### src/rtl/pll_seq_pkg.sv
// Shared types and defaults for the iCE40 PLL reset sequencer.
package pll_seq_pkg;

  typedef enum logic [2:0] {
    PLL_RST   = 3'd0,
    WAIT_LOCK = 3'd1,
    STABLE    = 3'd2,
    RUN       = 3'd3,
    FAIL      = 3'd4
  } seq_state_e;

  localparam int unsigned DEF_RST_CYCLES    = 16;
  localparam int unsigned DEF_LOCK_TIMEOUT  = 4800;
  localparam int unsigned DEF_STABLE_CYCLES = 480;
  localparam int unsigned DEF_MAX_RETRY     = 3;

  localparam int RETRY_W = 4;

  function automatic int unsigned max3(input int unsigned a, input int unsigned b,
                                       input int unsigned c);
    int unsigned m;
    m = (a > b) ? a : b;
    return (m > c) ? m : c;
  endfunction

endpackage

### src/rtl/pll_reset_seq_sync_2ff.sv
// Generic two-flop synchroniser, asynchronous active-low reset to 0.
module sync_2ff #(
  parameter int unsigned WIDTH = 1
) (
  input  logic             clk_i,
  input  logic             rst_ni,
  input  logic [WIDTH-1:0] d_i,
  output logic [WIDTH-1:0] q_o
);

  logic [WIDTH-1:0] meta_q;
  logic [WIDTH-1:0] sync_q;

  always_ff @(posedge clk_i or negedge rst_ni) begin
    if (!rst_ni) begin
      meta_q <= '0;
      sync_q <= '0;
    end else begin
      meta_q <= d_i;
      sync_q <= meta_q;
    end
  end

  assign q_o = sync_q;

endmodule

### src/rtl/pll_reset_seq.sv
// PLL RESETB driver, lock qualifier and system reset release with bounded retry.
// Optional PLL_SEQ_LOSS_CNT_EN adds loss_cnt and state_o observation ports.
module pll_reset_seq
  import pll_seq_pkg::*;
#(
  parameter int unsigned RST_CYCLES    = DEF_RST_CYCLES,
  parameter int unsigned LOCK_TIMEOUT  = DEF_LOCK_TIMEOUT,
  parameter int unsigned STABLE_CYCLES = DEF_STABLE_CYCLES,
  parameter int unsigned MAX_RETRY     = DEF_MAX_RETRY
) (
  input  logic               clkin,
  input  logic               resetn,
  input  logic               pll_locked,
  input  logic               restart,
  output logic               pll_resetb,
  output logic               sys_resetn,
  output logic               fail,
  output logic [RETRY_W-1:0] retry_cnt
`ifdef PLL_SEQ_LOSS_CNT_EN
  ,
  output logic [7:0]         loss_cnt,
  output logic [2:0]         state_o
`endif
);

  localparam int unsigned CNT_MAX = max3(RST_CYCLES, LOCK_TIMEOUT, STABLE_CYCLES);
  localparam int CNT_W = $clog2(CNT_MAX + 1);

  localparam logic [CNT_W-1:0]   RST_LAST    = CNT_W'(RST_CYCLES - 1);
  localparam logic [CNT_W-1:0]   TIMEOUT_LAST = CNT_W'(LOCK_TIMEOUT - 1);
  localparam logic [CNT_W-1:0]   STABLE_LAST = CNT_W'(STABLE_CYCLES - 1);
  localparam logic [RETRY_W-1:0] RETRY_LIMIT = RETRY_W'(MAX_RETRY);

  logic locked_s;

  sync_2ff #(.WIDTH(1)) u_lock_sync (
    .clk_i  (clkin),
    .rst_ni (resetn),
    .d_i    (pll_locked),
    .q_o    (locked_s)
  );

  seq_state_e         state_q, state_d;
  logic [CNT_W-1:0]   cnt_q, cnt_d;
  logic [RETRY_W-1:0] retry_q, retry_d;
  logic               pll_resetb_q, sys_resetn_q, fail_q;

  // restart outranks lock loss, which outranks the lock/timeout checks
  always_comb begin
    state_d = state_q;
    retry_d = retry_q;
    if (restart) begin
      state_d = PLL_RST;
      retry_d = '0;
    end else begin
      case (state_q)
        PLL_RST: if (cnt_q == RST_LAST) state_d = WAIT_LOCK;
        WAIT_LOCK: begin
          if (locked_s) begin
            state_d = STABLE;
          end else if (cnt_q == TIMEOUT_LAST) begin
            if (retry_q == RETRY_LIMIT) begin
              state_d = FAIL;
            end else begin
              state_d = PLL_RST;
              retry_d = retry_q + RETRY_W'(1);
            end
          end
        end
        STABLE: begin
          if (!locked_s) begin
            state_d = WAIT_LOCK;
          end else if (cnt_q == STABLE_LAST) begin
            state_d = RUN;
            retry_d = '0;
          end
        end
        RUN:     if (!locked_s) state_d = PLL_RST;
        FAIL:    state_d = FAIL;
        default: state_d = PLL_RST;
      endcase
    end
    cnt_d = (restart || (state_d != state_q)) ? '0 : cnt_q + CNT_W'(1);
  end

  // Outputs are decoded from the next state so they change on the same edge
  always_ff @(posedge clkin or negedge resetn) begin
    if (!resetn) begin
      state_q      <= PLL_RST;
      cnt_q        <= '0;
      retry_q      <= '0;
      pll_resetb_q <= 1'b0;
      sys_resetn_q <= 1'b0;
      fail_q       <= 1'b0;
    end else begin
      state_q      <= state_d;
      cnt_q        <= cnt_d;
      retry_q      <= retry_d;
      pll_resetb_q <= (state_d == WAIT_LOCK) || (state_d == STABLE) || (state_d == RUN);
      sys_resetn_q <= (state_d == RUN);
      fail_q       <= (state_d == FAIL);
    end
  end

  assign pll_resetb = pll_resetb_q;
  assign sys_resetn = sys_resetn_q;
  assign fail       = fail_q;
  assign retry_cnt  = retry_q;

`ifdef PLL_SEQ_LOSS_CNT_EN
  logic [7:0] loss_q;
  logic       run_loss;

  assign run_loss = !restart && (state_q == RUN) && !locked_s;

  always_ff @(posedge clkin or negedge resetn) begin
    if (!resetn) begin
      loss_q <= '0;
    end else if (run_loss && (loss_q != 8'hFF)) begin
      loss_q <= loss_q + 8'd1;
    end
  end

  assign loss_cnt = loss_q;
  assign state_o  = state_q;
`endif

endmodule

### config.mk
export PLATFORM = sky130hd
export DESIGN_NAME = pll_reset_seq
export DESIGN_NICKNAME = d
export VERILOG_FILES = /design/src/rtl/pll_seq_pkg.sv /design/src/rtl/pll_reset_seq_sync_2ff.sv /design/src/rtl/pll_reset_seq.sv
export SDC_FILE = /design/constraint.sdc
export NUM_CORES = 1
export LEC_CHECK = 0
export BUFFER_PORTS_ARGS = -buffer_cell sky130_fd_sc_hd__clkbuf_2
export CORE_ASPECT_RATIO = 1.25
export CORE_MARGIN = 4
export CORE_UTILIZATION = 35
export DETAILED_ROUTE_END_ITERATION = 7
export PLACE_DENSITY = 0.52
export SLEW_MARGIN = 20
export SYNTH_ARGS = -nofsm -noshare
export SYNTH_HDL_FRONTEND = slang
export SYNTH_SLANG_ARGS = --single-unit
### constraint.sdc
create_clock -name clkin -period 2.8 [get_ports clkin]
set_input_delay 0.14 -clock clkin [delete_from_list [all_inputs] [get_ports clkin]]
set_output_delay 0.14 -clock clkin [all_outputs]
set_load 0.05 [all_outputs]
* Word level (Yosys, flattened, before mapping)
Cells that the tools add are included.
Word-level totals: register bits after elaboration 25, input bits 4, word-level logic and storage cells 51
Operators by class: add/sub/neg operators 2, equal/unequal tests 18, mux-type cells 17, reductions and logical operators 6
Operator list (number):
- $mux W3 | 8
- $mux W4 | 6
- $pmux W3 S5 | 1
- $add A13 B1 Y13 const B | 1
- $eq A13 B13 Y1 const B | 1
- $eq A13 B4 Y1 const B | 1
- $eq A13 B9 Y1 const B | 1
- $mux W13 | 1
- $eq A3 B2 Y1 const B | 4
- $ne A3 B3 Y1 const B | 4
- $pmux W4 S2 | 1
- $eq A3 B1 Y1 const B | 2
- $eq A3 B3 Y1 const B | 2
- $reduce_and A6 Y1 | 1
- $add A4 B1 Y4 const B | 1
- $eq A4 B2 Y1 const B | 1
- $logic_not A3 Y1 | 1
- $logic_or A1 B1 Y1 | 3
- $ne A3 B2 Y1 const B | 1
- $ne A3 B3 Y1 | 1
- $reduce_bool A3 Y1 | 1

* Depth between registers and ports, before layout
Gate-level depths: netlist of run 1.
word-level depth 9, gate-level depth with buffers 7

* Modules after synthesis
Synthesis of run 1 repeated with hierarchy kept, for this count alone.
Unflattened totals: cells, all modules 137, area total of the unflattened synthesis 1362.6 sq um
Modules (own cells, without submodules):
- pll_reset_seq | instances 1, cells an instance 135, area an instance 1312.5 sq um
- sync_2ff | instances 1, cells an instance 2, area an instance 50.0 sq um

* Worst setup path before layout of run 1
Ideal clock, no wire load.
path type register to register, start reg cnt_q[6], end reg cnt_q[1], library setup time 94 ps, arrival time 2371 ps, slack 335 ps, stages on the path, launching flop included 8, path buffers 2, cells stage by stage dfrtp_1 buf_6 or4_4 or4_4 and3_1 a2111o_1 buf_6 a211oi_1
On the way: word-level cells in the longest chain between the ends 8, elaborated cells on any way between the ends 13
RTL lines:
- from (decl) | RTL line pll_reset_seq.sv:44 | logic [CNT_W-1:0] cnt_q, cnt_d;
- from (signal assigned) | RTL line pll_reset_seq.sv:97 | cnt_q <= cnt_d;
- $eq A13 B9 Y1 or $eq A13 B13 Y1 (tied branches) | RTL line pll_reset_seq.sv:73, pll_reset_seq.sv:61
- $mux W3, on equally long branches | RTL line pll_reset_seq.sv:73, pll_reset_seq.sv:61
- $mux W3, on equally long branches | RTL line pll_reset_seq.sv:71, pll_reset_seq.sv:59
- $pmux W3 S5 * | RTL line pll_reset_seq.sv:56 | case (state_q)
- $mux W3 * | RTL line pll_reset_seq.sv:52 | if (restart) begin
- $ne A3 B3 Y1 * | RTL line pll_reset_seq.sv:83 | cnt_d = (restart || (state_d != state_q)) ? '0 : cnt_q + CNT_W'(1);
- $logic_or A1 B1 Y1 * | RTL line pll_reset_seq.sv:83
- $mux W13 * | RTL line pll_reset_seq.sv:83
- net cnt_d[1] | RTL line pll_reset_seq.sv:44
Mark *: on every way through the listed nets, which the timed path passes. The rest lies on a longest branch. A chain may end at the register's enable or synchronous reset.

* Final worst setup path of run 1
start reg cnt_q[8], end reg cnt_q[12]
On the way: word-level cells in the longest chain between the ends 8, elaborated cells on any way between the ends 14
RTL lines (RTL line):
- $eq A13 B9 Y1 or $eq A13 B13 Y1 (tied branches) | pll_reset_seq.sv:73, pll_reset_seq.sv:61
- $mux W3, on equally long branches | pll_reset_seq.sv:73, pll_reset_seq.sv:61
- $mux W3, on equally long branches | pll_reset_seq.sv:71, pll_reset_seq.sv:59
- $pmux W3 S5 | pll_reset_seq.sv:56
- $mux W3 | pll_reset_seq.sv:52
- $ne A3 B3 Y1 | pll_reset_seq.sv:83
- $logic_or A1 B1 Y1 | pll_reset_seq.sv:83
- $mux W13 * | pll_reset_seq.sv:83
- net cnt_d[12] | pll_reset_seq.sv:44
Marks and branches as above.

==> results.toml, run 1 <==
[global_route]
grt_max_degree = 26
grt_usage_pct = 13.0
antenna_found_initial = 0
grt_overflow = 0
grt_pass1_vias = 1097
grt_pass1_wl_um = 5050

[clock_tree]
clk_pin_slew_ns = 0.08
clk_latency_ns = 0.27
cts_sinks = 25
clockRootBuffer = "clkbuf_8"
h-tree-depth = 1
clk_path_buf_depth = 2
cts_buffers = 3
ctsResizeCount = 0
cts_tree = "built"

[pwr]
p_per_area_nw_per_um2 = 446
vdd_ir_drop_max_uv = 128
p_leak_nw = 0.644
fin_total_pwr_uw = 668

[setup_path]
cp_max_fo = 10
required_ns = 2.97
cp_slowest_stage_delay_ns = 0.54
cp_data_arrival_time_ns = 2.75
crit_type = "reg -> reg"
crit_top_cell = "or4_4"
endpoint_kind = "flop"
crit_chain = "or4_4, or4_4, and3_1, a2111o_1, a211oi_1"
cp_slowest_cell = "a2111o_1"
critPathLaunchType = "flop"

[timing]
fin_skew_ns = 0.00562
fin_tns_setup_ns = 0
slew_headroom_pct = 46.2
finalCritPeriodShare_pct = 92.2
max_freq_mhz = 387
whs_ns = 0.164
hold_viol = 0
rsz0062_at_grt = "false"
setup_viol = 0
slew_viol_final = 0
worstMarginPinSlew_ns = 0.806
min_period_ns = 2.58

[routing]
viasPerCell = 5.58
num_vias = 1061
drtAntennaViolNets = 0
first_pass_iters = 4
drt-met1-wl_um = 1210
dr_wl_met2_um = 1450
drcViolationCount = 0
top_layer = "met4"
drt-wirelength-per-cell_um = 14.6
first_iter_violations = 57
wl_met3_um = 71
routed_wl_um = 2770

[cells_and_area]
num-nets-final = 157
syn2layout_area_growth_pct = 10.9
drive_gt1_share_pct = 15.3
n_antenna_cell = 0

[synth]
syn-cell-area_um2 = 1350
syn_area_per_cell_um2 = 9.78
synth_cell_type_count = 36
syn_inst = 138
yosys_warnings = 0
synth_seq_cells = 25
synth_nets = 144
synth-seq-area-share_pct = 46.3

[place]
gp_congestion = 0.808
hpwl_um = 2110
portBuffers = 10

[floorplanning]
rows = 25
ios = 11
core_area_um2 = 3750
die_h_um = 77.4
start_util_pct = 36.0
die_area_um2 = 4920
dieWidth_um = 63.6

[min_path]
hold_class = "in -> reg"

[status]
status = "finished clean"

[run]
max_cap_viol_count = 0
==> cell usage after synthesis, drive strengths merged <==
| master | number | area share [%] |
|---|---|---|
| dfrtp | 25 | 46 |
| nor2b | 1 | 0.46 |
| nor4 | 2 | 0.93 |
| a2111o | 1 | 0.83 |
| a211oi | 10 | 5.6 |
| o21ai | 1 | 0.37 |
| o21bai | 1 | 0.56 |
| clkbuf | 3 | 0.83 |
| nand4b | 1 | 0.65 |
| nand2b | 2 | 0.93 |
| nor3b | 2 | 1.1 |
| a21oi | 3 | 1.1 |
| a221o | 1 | 0.74 |
| nand3b | 1 | 0.56 |
| or2 | 1 | 0.46 |
| mux2 | 2 | 1.7 |
| inv | 4 | 1.1 |
| o311ai | 1 | 1.2 |
| xor2 | 3 | 1.9 |
| or3 | 4 | 1.9 |
| nor3 | 10 | 3.7 |
| a2111oi | 1 | 0.65 |
| nor2 | 14 | 3.9 |
| ha | 2 | 1.9 |
| o31ai | 1 | 0.56 |
| buf | 4 | 2.4 |
| and3 | 2 | 0.93 |
| nand2 | 9 | 2.5 |
| nand4 | 2 | 0.93 |
| nand3 | 9 | 3.3 |
| a21o | 1 | 0.56 |
| or4 | 3 | 2.2 |
| mux2i | 1 | 0.74 |
| xnor2 | 10 | 6.5 |
==> path summary, 6_finish.rpt <==
kind,depth (start not counted),startpoint,slack (ns),to
hold reg to reg,0,u_lock_sync.meta_q$_DFF_PN0_,0.36,u_lock_sync.q_o$_DFF_PN0_
setup / recovery,5,cnt_q[8]$_DFF_PN0_,0.22,cnt_q[12]$_DFF_PN0_
setup reg to reg,5,cnt_q[8]$_DFF_PN0_,0.22,cnt_q[12]$_DFF_PN0_
max in group asynchronous,2,resetn,2.00,retry_cnt[0]$_DFFE_PN0P_
hold / removal,2,restart,0.16,fail$_DFF_PN0_
min in group asynchronous,2,resetn,0.40,u_lock_sync.meta_q$_DFF_PN0_
==> layout make-up <==
cell class,count,area [µm²]
Fill cell,370,2260
Multi-Input combinational cell,102,666
Sequential cell,25,626
Timing Repair Buffer,15,92.6
Tap cell,40,50.0
Clock buffer,3,41.3
Inverter,4,15.0
Clock inverter,1,7.51
==> per-layer routing <==
layer  track usage (%)  vias up
met5                 0        -
met4              5.83        0
met3              2.75        4
met2              22.4       18
met1              15.3      521
li1                  -      518
==> sequential cells by signal (all words and copies together), names as in the netlist <==
| register | count |
|---|---|
| cnt_q | 13 |
| fail | 1 |
| pll_resetb | 1 |
| retry_cnt | 4 |
| state_q | 3 |
| sys_resetn | 1 |
| u_lock_sync.meta_q | 1 |
| u_lock_sync.q_o | 1 |
==> logic make-up (layout without fill, tap and decap cells) <==
logic type                 after synthesis  in the layout  synth area share, %
AOI/OAI and AO/OA                       21             21                 12.1
xor gates and xnor gates                13             13                 8.43
adders and majority gates                2              2                 1.85
buffers and inverters                   11             23                 4.36
DFF                                     25             25                 46.3
muxes                                    3              3                 2.41
and+or+nand+nor                         63             63                 24.5
==> repair_timing <==
| item | CTS | global route |
|---|---|---|
| setup buffers | 0 | 0 |
| hold buffers | 2 | 0 |
| endpoints found under the hold margin | 26 | 0 |
==> power breakdown <==
part           leakage, nW  switching [mW]  total, mW  internal (mW)
combinational        0.283          0.0472     0.0712         0.0241
sequential           0.340          0.0121      0.384          0.372
clock               0.0217           0.113      0.213          0.101
total                0.644           0.172      0.668          0.496
==> placed cells by master, fill, tap and decap left out, drive strengths merged, types with 2 or more instances in the layout <==
cell and instances:
and3 2, xnor2 10, nand3 9, a211oi 10, nor4 2, inv 4, buf 3, mux2 2
dlygate4sd3 2, or4 3, nor3 10, nand2 9, a21oi 3, clkbuf 13, dfrtp 25, ha 2
xor2 3, nand4 2, nor2 14, or3 4, nand2b 2, nor3b 2
==> per-stage QoR <==
| step | worst slack (ns) | cells | instance area (µm²) | util (%) |
|---|---|---|---|---|
| 2_1_floorplan | 0.335 | 138 | 1350 | - |
| 3_3_place_gp | 0.267 | 184 | 1430 | 38.1 |
| 3_5_place_dp | 0.215 | 184 | 1430 | 38.1 |
| 4_1_cts | 0.196 | 190 | 1500 | 39.9 |
| 5_1_grt | 0.0284 | 190 | 1500 | 39.9 |
| 6_report | 0.218 | 190 | 1500 | 39.9 |
==> critical path: cells and delay by family, from the launching register on <==
kind | cells | cell delay, ns
flip-flops | 1 | 0.45
AND/OR/NAND/NOR | 3 | 1.21
AO/OA/AOI/OAI | 2 | 0.84
Power figures use the tool's default switching activity.
==> inputs of run 2 (changes only) <==
--- a/config.mk
+++ b/config.mk
@@ -8,9 +8,9 @@
 export BUFFER_PORTS_ARGS = -buffer_cell sky130_fd_sc_hd__clkbuf_2
 export CORE_ASPECT_RATIO = 1.25
 export CORE_MARGIN = 4
-export CORE_UTILIZATION = 35
+export CORE_UTILIZATION = 30
 export DETAILED_ROUTE_END_ITERATION = 7
-export PLACE_DENSITY = 0.52
+export PLACE_DENSITY = 0.47
 export SLEW_MARGIN = 20
 export SYNTH_ARGS = -nofsm -noshare
 export SYNTH_HDL_FRONTEND = slang
==> constraint.sdc (replaced) <==
create_clock -name clkin -period 2.7 [get_ports clkin]
set_input_delay 0.135 -clock clkin [delete_from_list [all_inputs] [get_ports clkin]]
set_output_delay 0.135 -clock clkin [all_outputs]
set_load 0.05 [all_outputs]
==> results.toml, run 2 (same netlist as run 1, synthesis figures left out) <==
[status]
status = "finished clean"

[routing]
routed_wl_um = 2850
drtAntennaViolNets = 0
drt-wirelength-per-cell_um = 13.5
drcViolationCount = 0
first_iter_violations = 54
num_vias = 1085
first_pass_iters = 4
viasPerCell = 5.14

[cells_and_area]
syn2layout_area_growth_pct = 14.8
drive_gt1_share_pct = 17.0
n_fill_cell = 477
multi_input_area_um2 = 677
n_antenna_cell = 0
final_common_cell = "dfrtp_1"
largest_reg_flops = 13
largest-register = "cnt_q"
final_util_pct = 35.3
num-nets-final = 160
layout_common_cells = "25 x dfrtp_1, 14 x nor2_1"
seq_area_um2 = 626

[setup_path]
crit_top_cell = "or4_4"
crit_chain = "or4_4, or4_4, and3_1, a2111o_2, a211oi_1"
cp-startpoint = "cnt_q[8]$_DFF_PN0_"
cp_slowest_stage_delay_ns = 0.55
required_ns = 2.87
endpoint_kind = "flop"
ff2ff_path_depth = 5
crit_buf_inv = 0
crit_end = "cnt_q[8]$_DFF_PN0_"
r2r-start = "cnt_q[8]$_DFF_PN0_"
cp_data_arrival_time_ns = 2.77
path_delay_family = "simple AND/OR/NAND/NOR gates"
critPathLaunchType = "flop"
cp.depth = 5
crit_type = "reg -> reg"
cp_max_fo = 10
cp_slowest_cell = "a2111o_2"
r2r_setup_slack_ns = 0.10
r2r_end = "cnt_q[8]$_DFF_PN0_"

[clock_tree]
clk_latency_ns = 0.27
cts_sinks = 25
h-tree-depth = 1
cts_tree = "built"
cts_buffers = 3
clk_pin_slew_ns = 0.09
clk_path_buf_depth = 2
clockRootBuffer = "clkbuf_8"

[timing]
min_period_ns = 2.60
slew_headroom_pct = 58.6
slew_viol_final = 0
hold_viol = 0
finalCritPeriodShare_pct = 96.2
fin_tns_setup_ns = 0
fin_skew_ns = 0.00243
worstMarginPinSlew_ns = 0.621
rsz0062_at_grt = "true"
setup_viol = 0
max_freq_mhz = 385

[floorplanning]
rows = 27
core_area_um2 = 4390
die_h_um = 83
dieWidth_um = 68
ios = 11
start_util_pct = 30.7
die_area_um2 = 5640

[place]
hpwl_um = 2090
gp_congestion = 0.817
portBuffers = 10

[global_route]
grt_pass1_wl_um = 5180
antenna_found_initial = 0
grt_usage_pct = 11.6
grt_overflow = 0
grt_max_degree = 26
grt_pass1_vias = 1092

[pwr]
fin_total_pwr_uw = 696
p_leak_nw = 0.661
p_per_area_nw_per_um2 = 449
vdd_ir_drop_max_uv = 223

[min_path]
min_delay_path_depth = 2
hold_class = "in -> reg"
min_from = "restart"

[run]
max_cap_viol_count = 0
[run 2: cell types whose count changed in the layout (fill, tap and decap cells not counted), sizes merged]
cell and change:
clkbuf +1, buf +3, clkinvlp -1
[run 2: final cells by class]
cell class,instances,share of cell area [%]
clock buffers,4,2.91
inverters,4,0.969
multi-input cells,102,43.7
flip-flops and latches,25,40.4
well taps,58,4.68
repair buffers,18,7.43
[run 2: per-stage QoR]
step	instance area [µm²]	setup WS, ns	cells	hold WS (ns)
after global placement	1470	0.152	205	0.186
after floorplan	1350	0.235	138	-0.161
final	1550	0.103	211	0.152
after detailed placement	1470	0.132	205	0.193
after global routing	1550	-0.0132	211	0.162
after CTS	1540	0.102	211	0.144
[run 2: routing by layer]
metal / wire length, µm / GRT usage (%)
met1: 1320 / 14.9
met2: 1410 / 19.0
met3: 80 / 2.03
met4: 38 / 3.80
met5: 0 / 0
[run 2: worst min path at each step]
| stage | to | slack (ns) |
|---|---|---|
| 6_report | fail$_DFF_PN0_ | 0.15 |
| 3_5_place_dp | fail$_DFF_PN0_ | 0.19 |
| 5_1_grt | state_q[2]$_DFF_PN0_ | 0.16 |
| 4_1_cts | fail$_DFF_PN0_ | 0.14 |
| 3_3_place_gp | fail$_DFF_PN0_ | 0.19 |
| 2_1_floorplan | cnt_q[0]$_DFF_PN0_ | -0.16 |
[run 2: worst register-to-register path, delay by kind of cell, from the launching register on]
family	cells	cell delay, ns
AND/OR/NAND/NOR	3	1.21
AO/OA/AOI/OAI	2	0.84
flip-flops	1	0.45
[run 2: repair_timing]
item | in CTS | in global routing
gates resized for setup | 0 | 2
hold buffers | 2 | 0
endpoints found under the setup margin | 0 | 10
setup buffers | 0 | 0
hold endpoints to repair | 26 | 0
[run 2: where the power goes]
group	switching (mW)	internal [mW]
registers	0.0121	0.385
logic	0.0494	0.0248
clock network	0.119	0.106
==> inputs of run 3 (changes only) <==
--- a/config.mk
+++ b/config.mk
@@ -11,6 +11,7 @@
 export CORE_UTILIZATION = 30
 export DETAILED_ROUTE_END_ITERATION = 7
 export PLACE_DENSITY = 0.47
+export REMOVE_ABC_BUFFERS = 1
 export SLEW_MARGIN = 20
 export SYNTH_ARGS = -nofsm -noshare
 export SYNTH_HDL_FRONTEND = slang
==> constraint.sdc (replaced) <==
create_clock -name clkin -period 3 [get_ports clkin]
set_input_delay 0.15 -clock clkin [delete_from_list [all_inputs] [get_ports clkin]]
set_output_delay 0.15 -clock clkin [all_outputs]
set_load 0.05 [all_outputs]
==> results.toml, run 3 (same netlist as run 1, synthesis figures left out) <==
[status]
status = "finished clean"

[cells_and_area]
num-nets-final = 156
largest_reg_flops = 13
final_area_um2 = 1510
stdcell_count = 207
syn2layout_area_growth_pct = 11.9
n_antenna_cell = 0
largest-register = "cnt_q"
final_common_cell = "dfrtp_1"
drive_gt1_share_pct = 14.8
final_util_pct = 34.4
layout_common_cells = "25 x dfrtp_1, 14 x nor2_1"

[timing]
rsz0062_at_grt = "false"
worstMarginPinSlew_ns = 0.641
min_period_ns = 2.63
slew_headroom_pct = 57.2
max_freq_mhz = 380
slew_viol_final = 0
hold_viol = 0
whs_ns = 0.162
fin_tns_setup_ns = 0
setup_viol = 0
finalCritPeriodShare_pct = 87.8
worst_slack_ns = 0.367
fin_skew_ns = 0.00744

[clock_tree]
clockRootBuffer = "clkbuf_8"
cts_tree = "built"
h-tree-depth = 1
clk_latency_ns = 0.27
ctsResizeCount = 0
cts_buffers = 3
cts_sinks = 25
clk_path_buf_depth = 2
clk_pin_slew_ns = 0.09

[run]
max_cap_viol_count = 0

[setup_path]
cp-startpoint = "cnt_q[6]$_DFF_PN0_"
crit_chain = "or4_4, or4_4, and3_1, a2111o_1, a211oi_1"
crit_top_cell = "or4_4"
cp_slowest_cell = "or4_4"
required_ns = 3.17
cp_slowest_stage_delay_ns = 0.56
critPathLaunchType = "flop"
cp_data_arrival_time_ns = 2.81
endpoint_kind = "flop"
crit_type = "reg -> reg"
r2r-start = "cnt_q[6]$_DFF_PN0_"
cp_max_fo = 10
path_delay_family = "simple AND/OR/NAND/NOR gates"
crit_buf_inv = 0

[place]
place_worst_setup_slack_ns = 0.386
hpwl_um = 2110
place_inst = 201
gp_congestion = 0.879
placed_area_um2 = 1440
portBuffers = 10

[pwr]
p_per_area_nw_per_um2 = 414
vdd_ir_drop_max_uv = 124
fin_total_pwr_uw = 626
p_leak_nw = 0.643

[routing]
drt-wirelength-per-cell_um = 13.6
drtAntennaViolNets = 0
num_vias = 1072
drcViolationCount = 0
first_iter_violations = 57
first_pass_iters = 4
viasPerCell = 5.18
routed_wl_um = 2820

[floorplanning]
dieWidth_um = 68
start_util_pct = 30.7
die_h_um = 83
ios = 11
die_area_um2 = 5640
rows = 27
core_area_um2 = 4390

[global_route]
grt_pass1_wl_um = 5070
grt_max_degree = 26
grt_usage_pct = 11.3
grt_overflow = 0
antenna_found_initial = 0
grt_pass1_vias = 1120

[min_path]
hold_class = "in -> reg"
min_from = "restart"
run 3: where the power goes:
part | switching [mW] | leakage [nW] | total, mW | internal, mW
Sequential | 0.0108 | 0.340 | 0.358 | 0.347
Clock | 0.108 | 0.0255 | 0.201 | 0.0929
Combinational | 0.0442 | 0.277 | 0.0664 | 0.0222
run 3: final timing paths:
path                                              to  slack [ns]  cells past startpoint
max                               cnt_q[8]$_DFF_PN0_        0.37                      5
min                             state_q[2]$_DFF_PN0_        0.16                      2
max reg2reg                       cnt_q[8]$_DFF_PN0_        0.37                      5
min reg2reg                u_lock_sync.q_o$_DFF_PN0_        0.36                      0
max in group asynchronous         cnt_q[9]$_DFF_PN0_        2.15                      2
min in group asynchronous             fail$_DFF_PN0_        0.42                      2
run 3: repair_timing:
action	4_1_cts	5_1_grt
hold endpoints to repair	26	0
buffers inserted	0	0
hold buffers	2	0
run 3: area by class of cell:
| type | instances | area (µm²) |
|---|---|---|
| fill | 458 | 2880 |
| multi-input combinational | 102 | 666 |
| sequential | 25 | 626 |
| timing repair buffer | 14 | 85.1 |
| tap | 58 | 72.6 |
| clock buffer | 3 | 41.3 |
| inverter | 4 | 15.0 |
| clock inverter | 1 | 5.00 |
run 3: per-layer routing:
metal / vias up / wire [µm] / global-route usage [%]
met5: - / 0 / 0
met2: 27 / 1510 / 19.6
met1: 522 / 1150 / 13.1
li1: 516 / - / -
met4: 0 / 55 / 4.52
met3: 7 / 111 / 2.17
